--- src/rtl/eer_rl_pkg.sv ---
// Shared constants and types for the RL routing datapath blocks.
package eer_rl_pkg;

    localparam int WORD_WIDTH  = 16;
    localparam int MEM_DEPTH   = 32;              // bank size in bytes
    localparam int MAX_ENTRIES = MEM_DEPTH / 2;   // bank size in 16-bit words

    typedef enum logic [1:0] {
        IDLE = 2'd0,
        SCAN = 2'd1,
        DONE = 2'd2
    } ch_state_t;

endpackage : eer_rl_pkg

--- src/rtl/ch_best_finder_if.sv ---
// Request/result and bank read-port signals of the cluster-head best finder.
// master: the surrounding control plus the bank's read data; slave: the finder.
interface ch_best_finder_if #(
    parameter int WORD_WIDTH = eer_rl_pkg::WORD_WIDTH
);
    logic                  start;
    logic [4:0]            count;
    logic [WORD_WIDTH-1:0] mem_index;
    logic [WORD_WIDTH-1:0] mem_data;
    logic                  busy;
    logic                  done;
    logic                  found;
    logic [WORD_WIDTH-1:0] best_value;
    logic [WORD_WIDTH-1:0] best_index;

    modport master (
        output start, count, mem_data,
        input  mem_index, busy, done, found, best_value, best_index
    );

    modport slave (
        input  start, count, mem_data,
        output mem_index, busy, done, found, best_value, best_index
    );
endinterface : ch_best_finder_if

--- src/rtl/ch_best_finder.sv ---
// Walks the cluster-head bank one word per cycle through its combinational
// read port and reports the largest (unsigned) entry and its byte index.
// The bank is read-only from here; ties keep the lowest index.
module ch_best_finder #(
    parameter int WORD_WIDTH  = eer_rl_pkg::WORD_WIDTH,
    parameter int MAX_ENTRIES = eer_rl_pkg::MAX_ENTRIES
) (
    input logic             clk,
    input logic             rst,
    ch_best_finder_if.slave bus
);

    localparam logic [4:0] N_MAX = 5'(MAX_ENTRIES);

    eer_rl_pkg::ch_state_t state_q, state_d;

    logic [4:0]            n_q;       // entries to scan in this request
    logic [4:0]            k_q;       // entry being read; 5 bits so 16 never wraps
    logic                  found_q;
    logic [WORD_WIDTH-1:0] best_value_q;
    logic [WORD_WIDTH-1:0] best_index_q;

    logic [4:0]            n_start;
    logic                  last_entry;
    logic                  take;
    logic [WORD_WIDTH-1:0] cur_index;

    assign n_start    = (bus.count > N_MAX) ? N_MAX : bus.count;
    assign last_entry = (k_q == n_q - 5'd1);
    assign cur_index  = WORD_WIDTH'({k_q, 1'b0});
    // Strict greater-than: an equal later entry never displaces the first max.
    assign take       = !found_q || (bus.mem_data > best_value_q);

    // Next-state decode.
    always_comb begin
        // NOTE: default first so every path assigns state_d and no latch is inferred.
        state_d = state_q;
        unique case (state_q)
            eer_rl_pkg::IDLE: begin
                if (bus.start) begin
                    state_d = (n_start != 5'd0) ? eer_rl_pkg::SCAN : eer_rl_pkg::DONE;
                end
            end
            eer_rl_pkg::SCAN: begin
                if (last_entry) begin
                    state_d = eer_rl_pkg::DONE;
                end
            end
            eer_rl_pkg::DONE: state_d = eer_rl_pkg::IDLE;
            default:          state_d = eer_rl_pkg::IDLE;
        endcase
    end

    // State register, scan counter and running best-so-far.
    always_ff @(posedge clk) begin
        // NOTE: non-blocking assignments so every register samples pre-edge values.
        if (rst) begin
            state_q      <= eer_rl_pkg::IDLE;
            n_q          <= '0;
            k_q          <= '0;
            found_q      <= 1'b0;
            best_value_q <= '0;
            best_index_q <= '0;
        end else begin
            state_q <= state_d;
            unique case (state_q)
                eer_rl_pkg::IDLE: begin
                    if (bus.start) begin
                        n_q          <= n_start;
                        k_q          <= '0;
                        found_q      <= 1'b0;
                        best_value_q <= '0;
                        best_index_q <= '0;
                    end
                end
                eer_rl_pkg::SCAN: begin
                    if (take) begin
                        found_q      <= 1'b1;
                        best_value_q <= bus.mem_data;
                        best_index_q <= cur_index;
                    end
                    k_q <= k_q + 5'd1;
                end
                default: ;
            endcase
        end
    end

    // Outputs: bank index is parked at 0 outside SCAN; results hold until the next start.
    assign bus.mem_index  = (state_q == eer_rl_pkg::SCAN) ? cur_index : '0;
    assign bus.busy       = (state_q != eer_rl_pkg::IDLE);
    assign bus.done       = (state_q == eer_rl_pkg::DONE);
    assign bus.found      = found_q;
    assign bus.best_value = best_value_q;
    assign bus.best_index = best_index_q;

endmodule : ch_best_finder

--- src/flat_wrapper.sv ---
// flat-port wrapper written by rule: the top's interface ports become plain ports
module ch_best_finder_flat 
#(
    parameter int WORD_WIDTH  = eer_rl_pkg::WORD_WIDTH,
    parameter int MAX_ENTRIES = eer_rl_pkg::MAX_ENTRIES
)
  (clk, rst, bus_start, bus_count, bus_mem_data, bus_mem_index, bus_busy, bus_done, bus_found, bus_best_value, bus_best_index);
  ch_best_finder_if #(.WORD_WIDTH(WORD_WIDTH)) bus_i ();
  input logic clk;
  input logic rst;
  input wire logic [$bits(bus_i.start)-1:0] bus_start;
  input wire logic [$bits(bus_i.count)-1:0] bus_count;
  input wire logic [$bits(bus_i.mem_data)-1:0] bus_mem_data;
  output wire logic [$bits(bus_i.mem_index)-1:0] bus_mem_index;
  output wire logic [$bits(bus_i.busy)-1:0] bus_busy;
  output wire logic [$bits(bus_i.done)-1:0] bus_done;
  output wire logic [$bits(bus_i.found)-1:0] bus_found;
  output wire logic [$bits(bus_i.best_value)-1:0] bus_best_value;
  output wire logic [$bits(bus_i.best_index)-1:0] bus_best_index;
  assign bus_i.start = bus_start;
  assign bus_i.count = bus_count;
  assign bus_i.mem_data = bus_mem_data;
  assign bus_mem_index = bus_i.mem_index;
  assign bus_busy = bus_i.busy;
  assign bus_done = bus_i.done;
  assign bus_found = bus_i.found;
  assign bus_best_value = bus_i.best_value;
  assign bus_best_index = bus_i.best_index;
  ch_best_finder #(.WORD_WIDTH(WORD_WIDTH), .MAX_ENTRIES(MAX_ENTRIES)) u_core (.clk(clk), .rst(rst), .bus(bus_i));
endmodule
--- config.mk ---
export PLATFORM = sky130hd
export DESIGN_NAME = ch_best_finder_flat
export DESIGN_NICKNAME = d
export VERILOG_FILES = /design/src/rtl/eer_rl_pkg.sv /design/src/rtl/ch_best_finder_if.sv /design/src/rtl/ch_best_finder.sv /design/src/flat_wrapper.sv
export SDC_FILE = /design/constraint.sdc
export NUM_CORES = 1
export LEC_CHECK = 0
export ABC_CLOCK_PERIOD_IN_PS = 2400
export CAP_MARGIN = 20
export CORE_ASPECT_RATIO = 1.5
export CORE_UTILIZATION = 40
export DETAILED_ROUTE_END_ITERATION = 8
export PLACE_DENSITY_LB_ADDON = 0.2
export SETUP_SLACK_MARGIN = 0.2
export SLEW_MARGIN = 5
export SYNTH_ARGS = -nofsm -noshare
export SYNTH_HDL_FRONTEND = slang
export SYNTH_SLANG_ARGS = --single-unit
--- constraint.sdc ---
create_clock -name clk -period 2.4 [get_ports clk]
set_clock_uncertainty 0.05 [all_clocks]
set_input_delay 0.36 -clock clk [delete_from_list [all_inputs] [get_ports clk]]
set_output_delay 0.36 -clock clk [all_outputs]
set_load 0.005 [all_outputs]
==> results.md, run 1 <==
* Status: completed
* Synth Instances at 231
* Worst flop-to-flop path startpoint: u_core.bus.best_value[1]$_SDFFE_PP0P_
* Vias in the first global route at 1696
* WP data arrival at 2.39 ns
* WS Path Type: register to register
* Total global routing overflow at 0
* Unrepaired setup endpoints after global routing: yes
* Synth Area in Adders at 11.1%
* VDD IR max at 0.000327 V
* Total wire length at 4.81 mm
* Wire per inst at 13.1 um
* Root Buffer: clkbuf_8
* ANT cells at 0
* CP startpoint kind: register
* Initial antenna violation count at 0
* Final GP Congestion at 0.824
* Clock buffer depth at 2
* Hold_sp: bus_mem_data[0]
* Yosys cell types at 42
* Sequential-to-total area share from yosys stat at 33.7%
* Post-synthesis xor/xnor area fraction at 3.03%
* Top Metal Used: met4
* Fraction of layout instances using a drive strength above 1 at 28.1%
* Mapped Area at 2020 um2
* Inst Count DP at 351
* Finished Layout Cells at 368
* Worst skew pair latency at 0.29 ns
* Max_cap viols at 0
* Layout area overhead at 50.6%
* # port buffers at 52
* Fin crit period at 2.22 ns
* Yosys top cell area share at 33.7%
* H-tree Lvls at 2
* Synth top cells by count: dfxtp_1 (34), a21oi_1 (23), buf_4 (22), ha_1 (18), inv_1 (18)
* Synth warn at 0
* Largest family of logic cells by synthesized area: compound AO/OA/AOI/OAI gates
* Placed inst area at 2580 um2
* Die height at 89.1 um
* #FFs+latches synth at 34
* Synth Area in Simple Gates at 17.5%
* Leakage at 1.17 nW
* ANT nets after route at 0
* Crit. End Element: register
* Achievable clock frequency at 0.451 GHz
* Final Hold Fails at 0
* Worst slack at placement at -0.368 ns
* Met3 WL at 172 um
* Post-route clock period utilization at 92.4%
* Synth area leader: dfxtp_1
* Starting Density at 41.7%
* Clock slew at reported path FFs at 0.07 ns
* Worst Setup SP: u_core.bus.best_value[1]$_SDFFE_PP0P_
* WL met1 at 1.86 mm
* Critical path required time at 2.57 ns
* Num rows at 31
* Number of synthesized flops with an enable pin at 0
* Core Area at 4850 um2
* Post-DP HPWL at 3.33 mm
* Vias at 1817
* Largest cells by area after synthesis: dfxtp_1 (34%), ha_1 (11%), buf_4 (8.2%)
* Top-count cell post-synth: dfxtp_1
* Finished Core Util at 62.8%
* Critical path peak fanout at 8
* Total GRT Usage at 18.3%
* Syn Area/Cell at 8.75 um2
* First-pass GRT wire length at 7.36 mm
* Final Setup Violations at 0
* Met2 routed WL at 2.68 mm
* Drt first-iter violations at 69
* Slew Viols, Final at 0
* Clk sink count at 34
* Worst Slack Setup Final at 0.183 ns
* Die ar. at 5350 um2
* Ys async rst share at 0%
* Largest net degree at the start of global routing at 18
* Ports at 75
* Detail-routed via count per cell at 4.94
* Compound-Gate Fraction of Synth Area at 20.9%
* Die X at 60.0 um
* DRT Pass-1 Iters at 4
* Power per Cell Area at 472 nW/um2
* Multiplexer area fraction after synthesis at 0%
* HP Class: primary input to register
* Post-route design area at 3040 um2
* CTS tree: yes
* TNS Setup at 0 ns
* # nets final at 343
* CTS buffer count at 5
* DR DRC count at 0
* Dominant synthesized flop cell: dfxtp_1
## logic make-up after synthesis
family,count (synthesis)
AO/OA/AOI/OAI,59
XOR/XNOR,7
adder cells (fa/ha/maj),18
buffers and inverters,47
flip-flops,34
other,1
AND/OR/NAND/NOR,65
## final timing paths
check | to | slack [ns] | depth (start not counted)
max | u_core.bus.best_value[4]$_SDFFE_PP0P_ | 0.18 | 10
min | u_core.bus.best_value[0]$_SDFFE_PP0P_ | 0.29 | 2
max reg2reg | u_core.bus.best_value[4]$_SDFFE_PP0P_ | 0.18 | 10
min reg2reg | u_core.n_q[4]$_SDFFE_PP0P_ | 0.42 | 2
## metal layers
layer | up-vias | GRT usage [%]
met5 | - | 0
met4 | 0 | 6.98
met3 | 9 | 4.34
met2 | 53 | 34.6
met1 | 848 | 18.9
li1 | 907 | -
## flip-flops by register name (all words and copies together), names as in the netlist
name,count
u_core.n_q,5
u_core.bus.best_value,16
u_core.bus.best_index,5
u_core.k_q,5
u_core.state_q,2
u_core.bus.found,1
## placed cells by master, fill, tap and decap left out, types with 4 or more instances in the layout
| cell | instances |
|---|---|
| dfxtp_1 | 20 |
| a21oi_1 | 20 |
| nand2_1 | 11 |
| ha_1 | 4 |
| or2_2 | 5 |
| ha_4 | 13 |
| and2_1 | 4 |
| buf_4 | 14 |
| clkbuf_8 | 6 |
| conb_1 | 22 |
| clkdlybuf4s50_1 | 38 |
| a22o_1 | 16 |
| nor2_1 | 13 |
| inv_2 | 7 |
| nand3b_1 | 4 |
| dlygate4sd2_1 | 11 |
| o21ai_0 | 6 |
| dfxtp_2 | 13 |
| inv_1 | 11 |
| xnor2_1 | 6 |
| nand3_1 | 10 |
## critical path: stages, from the launching register on
cell      delay (ns)
dfxtp_2         0.35
inv_2           0.05
ha_4            0.23
nor2b_4         0.12
o211ai_1        0.30
a21boi_4        0.11
o31a_4          0.36
a21oi_4         0.18
buf_6           0.14
buf_16          0.11
a22o_1          0.15
## cell type report
cell class              instances  area [um2]
clock buffers                   7        86.3
clock inverters                 1        5.00
fillers                       410        1810
inverters                      18        67.6
multi-input cells             171        1390
flip-flops and latches         34         701
well taps                      66        82.6
repair buffers                 71         709
## where the power goes
group          switching (mW)  total [mW]  internal, mW  leakage [nW]
registers              0.0261       0.619         0.593         0.283
logic                   0.173       0.376         0.203         0.835
clock network           0.210       0.442         0.231        0.0482
total                   0.409        1.44          1.03          1.17
## per-stage QoR
stage	hold WS [ns]	power (mW)
after floorplan	0.395	0.811
after global placement	0.410	0.920
after detailed placement	0.418	0.923
after CTS	0.386	1.39
after global routing	0.293	1.52
final	0.294	1.44
## what timing repair did
| action | 4_1_cts | 5_1_grt |
|---|---|---|
| cloned | 1 | 0 |
| gates resized for setup | 29 | 40 |
| hold buffers | 0 | 0 |
| pin swaps | 13 | 25 |
| setup endpoints to repair | 26 | 24 |
| buffers inserted | 4 | 4 |
Note: power is estimated with default switching activity, not from simulation.
==> run 2, diff against run 1 <==
PLACE_DENSITY = 0.73   (was not set)
PLACE_DENSITY_LB_ADDON = not set   (was 0.2)
==> results.md, run 2 (synthesis gave the netlist of run 1 again) <==
* Vias at 1814
* Status: completed
* Worst skew pair latency at 0.28 ns
* WP data arrival at 2.39 ns
* DR DRC count at 0
* Hold_sp: bus_mem_data[7]
* Leakage at 1.15 nW
* Final Hold Fails at 0
* Hold-fix buffers, CTS at 0
* ANT nets after route at 0
* First-pass GRT wire length at 7.75 mm
* R2r worst-path depth at 11
* Total global routing overflow at 0
* Worst Setup SP: u_core.bus.best_value[9]$_SDFFE_PP0P_
* HP Class: primary input to register
* Post-DP HPWL at 3.41 mm
* Power per Cell Area at 476 nW/um2
* VDD IR max at 0.000247 V
* Clock buffer depth at 2
* ANT cells at 0
* WS Path Type: register to register
* Final GP Congestion at 0.859
* Detail-routed via count per cell at 4.89
* Slew Viols, Final at 0
* Total GRT Usage at 19.4%
* Drt first-iter violations at 64
* CP endpoint: u_core.bus.best_value[13]$_SDFFE_PP0P_
* Ports at 75
* Max reg flops at 16
* Die X at 60.0 um
* Finished Layout Cells at 371
* Core Area at 4850 um2
* Post-route clock period utilization at 92.1%
* # port buffers at 52
* CP startpoint kind: register
* Worst Slack Setup Final at 0.189 ns
* Most frequent cells in the layout: clkdlybuf4s50_1 (39), dfxtp_1 (23), a21oi_1 (22), conb_1 (22)
* CTS buffer count at 5
* Fin crit period at 2.21 ns
* CTS tree: yes
* Initial antenna violation count at 0
* Final Setup Violations at 0
* Power, Total at 1.42 mW
* Critical path peak fanout at 8
* H-tree Lvls at 2
* Hold Worst Slack at 0.387 ns
* Commonest non-fill, non-tap cell in the layout: clkdlybuf4s50_1
* TNS Setup at 0 ns
* Achievable clock frequency at 0.452 GHz
* Max_cap viols at 0
* Clock slew at reported path FFs at 0.07 ns
* FF-to-FF End: u_core.bus.best_value[13]$_SDFFE_PP0P_
* Starting Density at 41.7%
* Fraction of layout instances using a drive strength above 1 at 24.6%
* Worst slack at placement at -0.256 ns
* Worst flop-to-flop path startpoint: u_core.bus.best_value[9]$_SDFFE_PP0P_
* Inst Count DP at 354
* Num rows at 31
* Root Buffer: clkbuf_8
* Reg2reg setup slack at 0.19 ns
* Placed inst area at 2620 um2
* Finished Core Util at 61.4%
* Die height at 89.1 um
* Vias in the first global route at 1807
* Critical path required time at 2.58 ns
* Post-route design area at 2980 um2
* Unrepaired setup endpoints after global routing: yes
* Largest net degree at the start of global routing at 17
* DRT Pass-1 Iters at 4
* Wire per inst at 13.1 um
* Die ar. at 5350 um2
* Layout area overhead at 47.2%
* Crit. End Element: register
* Total wire length at 4.88 mm
* # nets final at 346
* Clk sink count at 34
* Fill count at 436
run 2: worst min path at each step:
stage,to,slack (ns),cells after the start
final,u_core.bus.best_value[7]$_SDFFE_PP0P_,0.39,2
after global placement,u_core.n_q[4]$_SDFFE_PP0P_,0.41,2
after global routing,u_core.bus.best_value[6]$_SDFFE_PP0P_,0.41,2
after detailed placement,u_core.n_q[4]$_SDFFE_PP0P_,0.41,2
after floorplan,u_core.n_q[1]$_SDFFE_PP0P_,0.40,2
after CTS,u_core.bus.best_value[7]$_SDFFE_PP0P_,0.39,2
run 2: cell type report:
type,instances,area [um2],area share [%]
multi-input cells,171,1310,44.2
repair buffers,74,726,24.4
flip-flops and latches,34,694,23.3
clock buffers,7,86.3,2.90
well taps,66,82.6,2.78
inverters,18,67.6,2.27
clock inverters,1,5.00,0.168
run 2: where the power goes:
group          leakage (nW)  internal, mW  switching, mW  total (mW)
combinational         0.819         0.192          0.166       0.358
sequential            0.281         0.593         0.0255       0.618
clock                0.0482         0.231          0.209       0.440
run 2: critical path, stage by stage (launching register included):
cell and delay [ns]:
dfxtp_2 0.34, inv_1 0.07, ha_4 0.27, nand4_1 0.16, nor4_4 0.27, a21boi_4 0.24, buf_6 0.12, o31ai_4 0.08
nor3_4 0.17, buf_6 0.14, buf_16 0.11, a22o_1 0.13
run 2: metal layers:
metal	share of wire [%]	vias up	GRT usage (%)
met5	0	-	0
met4	2.7	0	9.51
met3	3.2	11	4.05
met2	56	59	35.4
met1	38	836	20.5
li1	-	908	-
run 2: timing repair:
action | 4_1_cts | 5_1_grt
buffers inserted | 8 | 0
resized for setup | 41 | 18
endpoints found under the setup margin | 26 | 24
pin swaps | 17 | 15
cloned | 1 | 0
==> run 3, diff against run 2 <==
CORE_ASPECT_RATIO = 1.25   (was 1.5)
==> results.md, run 3 (synthesis gave the netlist of run 1 again) <==
* Status: completed
* Post-route design area at 2980 um2
* Final Setup Violations at 0
* Drt first-iter violations at 112
* Total global routing overflow at 0
* Post-route clock period utilization at 91.7%
* Worst skew pair latency at 0.30 ns
* Crit-path max cell delay at 0.33 ns
* Die height at 81.5 um
* Critical path peak fanout at 8
* # port buffers at 52
* Wire per inst at 14.3 um
* Commonest non-fill, non-tap cell in the layout: clkdlybuf4s50_1
* Die ar. at 5340 um2
* Die X at 65.6 um
* Critical path required time at 2.54 ns
* Leakage at 1.15 nW
* WS Path Type: register to register
* Vias in the first global route at 1786
* Clock slew at reported path FFs at 0.07 ns
* Largest net degree at the start of global routing at 19
* Fin crit period at 2.20 ns
* H-tree Lvls at 2
* VDD IR max at 0.000274 V
* Max reg flops at 16
* Worst slack at placement at -0.365 ns
* TNS Setup at 0 ns
* Clock buffer depth at 2
* Initial antenna violation count at 0
* Achievable clock frequency at 0.455 GHz
* Num rows at 28
* Total wire length at 5.20 mm
* Fraction of layout instances using a drive strength above 1 at 25.3%
* Layout area overhead at 47.7%
* Core Area at 4800 um2
* Ports at 75
* Worst Slack Setup Final at 0.200 ns
* Slowest cell on crit path: dfxtp_2
* Most frequent cells in the layout: clkdlybuf4s50_1 (39), conb_1 (22), dfxtp_1 (22)
* CTS tree: yes
* # nets final at 345
* Reg area at 696 um2
* Vias at 1853
* Crit. End Element: register
* Placed inst area at 2580 um2
* Switching share of total power at 29.0%
* Slew Viols, Final at 0
* DR DRC count at 0
* Final GP Congestion at 0.860
* DRT Pass-1 Iters at 4
* Unrepaired setup endpoints after global routing: yes
* Detail-routed via count per cell at 5.09
* ANT nets after route at 0
* Fill count at 415
* Starting Density at 42.1%
* WP data arrival at 2.34 ns
* HP Class: primary input to register
* Multi-input logic area at 1340 um2
* First-pass GRT wire length at 7.95 mm
* Max_cap viols at 0
* Root Buffer: clkbuf_8
* Clk sink count at 34
* Power per Cell Area at 483 nW/um2
* CP startpoint kind: register
* Post-DP HPWL at 3.29 mm
* Total GRT Usage at 19.9%
* Power, Total at 1.44 mW
* P_int at 1.02 mW
* Critical path, cell by cell: inv_1, ha_4, nand4_1, nor4_4, a21boi_2, o31a_4, a21oi_4, buf_6, buf_12, a22o_1
* Logic pwr share at 26.0%
* ANT cells at 0
* Seq pwr share at 42.9%
* Switch Pwr at 0.418 mW
* CTS buffer count at 5
* Clock share of power at 31.0%
* Final Hold Fails at 0
## run 3: cell types whose count changed in the layout (fill, tap and decap cells not counted), sizes merged
cell	delta
buf	-1
dlygate4sd2	-1
dlymetal6s2s	+1
## run 3: final timing paths
kind,slack (ns),cells past startpoint,from,end
setup / recovery,0.20,10,u_core.bus.best_value[9]$_SDFFE_PP0P_,u_core.bus.best_value[15]$_SDFFE_PP0P_
hold / removal,0.29,2,bus_mem_data[6],u_core.bus.best_value[6]$_SDFFE_PP0P_
setup reg to reg,0.20,10,u_core.bus.best_value[9]$_SDFFE_PP0P_,u_core.bus.best_value[15]$_SDFFE_PP0P_
hold reg to reg,0.42,2,u_core.n_q[4]$_SDFFE_PP0P_,u_core.n_q[4]$_SDFFE_PP0P_
## run 3: worst max-delay path: cells and delay by family, from the launching register on
family	cells	cell delay, ns
simple gates	2	0.40
fa+ha+maj	1	0.28
compound gates	4	0.70
flops	1	0.33
buf+inv	3	0.33
## run 3: final cells by class
cell class | count | share of cell area, %
clock buffers | 7 | 2.89
clock inverters | 1 | 0.168
inverters | 18 | 2.26
multi-input cells | 171 | 44.8
flip-flops and latches | 34 | 23.3
well taps | 60 | 2.52
repair buffers | 73 | 24.1
## run 3: timing repair
action,4_1_cts,5_1_grt
cloned,1,0
resized for setup,30,26
setup buffers,5,4
hold buffers,0,0
setup endpoints to repair,26,26
hold endpoints to repair,0,0
pin swaps,6,25
## run 3: stage by stage
step	std cells	hold WS (ns)	util, %
2_1_floorplan	252	0.395	-
3_3_place_gp	346	0.410	53.8
3_5_place_dp	346	0.416	53.8
4_1_cts	360	0.372	59.4
5_1_grt	364	0.298	62.2
6_report	364	0.293	62.2
## run 3: power by group through the flow
stage	Clock, mW	Combinational (mW)	Sequential, mW
2_1_floorplan	0	0.187	0.624
3_3_place_gp	0	0.288	0.627
3_5_place_dp	0	0.291	0.628
4_1_cts	0.452	0.332	0.616
5_1_grt	0.482	0.412	0.622
6_report	0.447	0.375	0.619
## run 3: per-layer routing
metal | vias up | global-route usage, % | wire length, um
li1 | 904 | - | -
met1 | 878 | 20.5 | 2070
met2 | 62 | 38.2 | 2760
met3 | 9 | 5.42 | 283
met4 | 0 | 6.74 | 78
met5 | - | 0 | 0
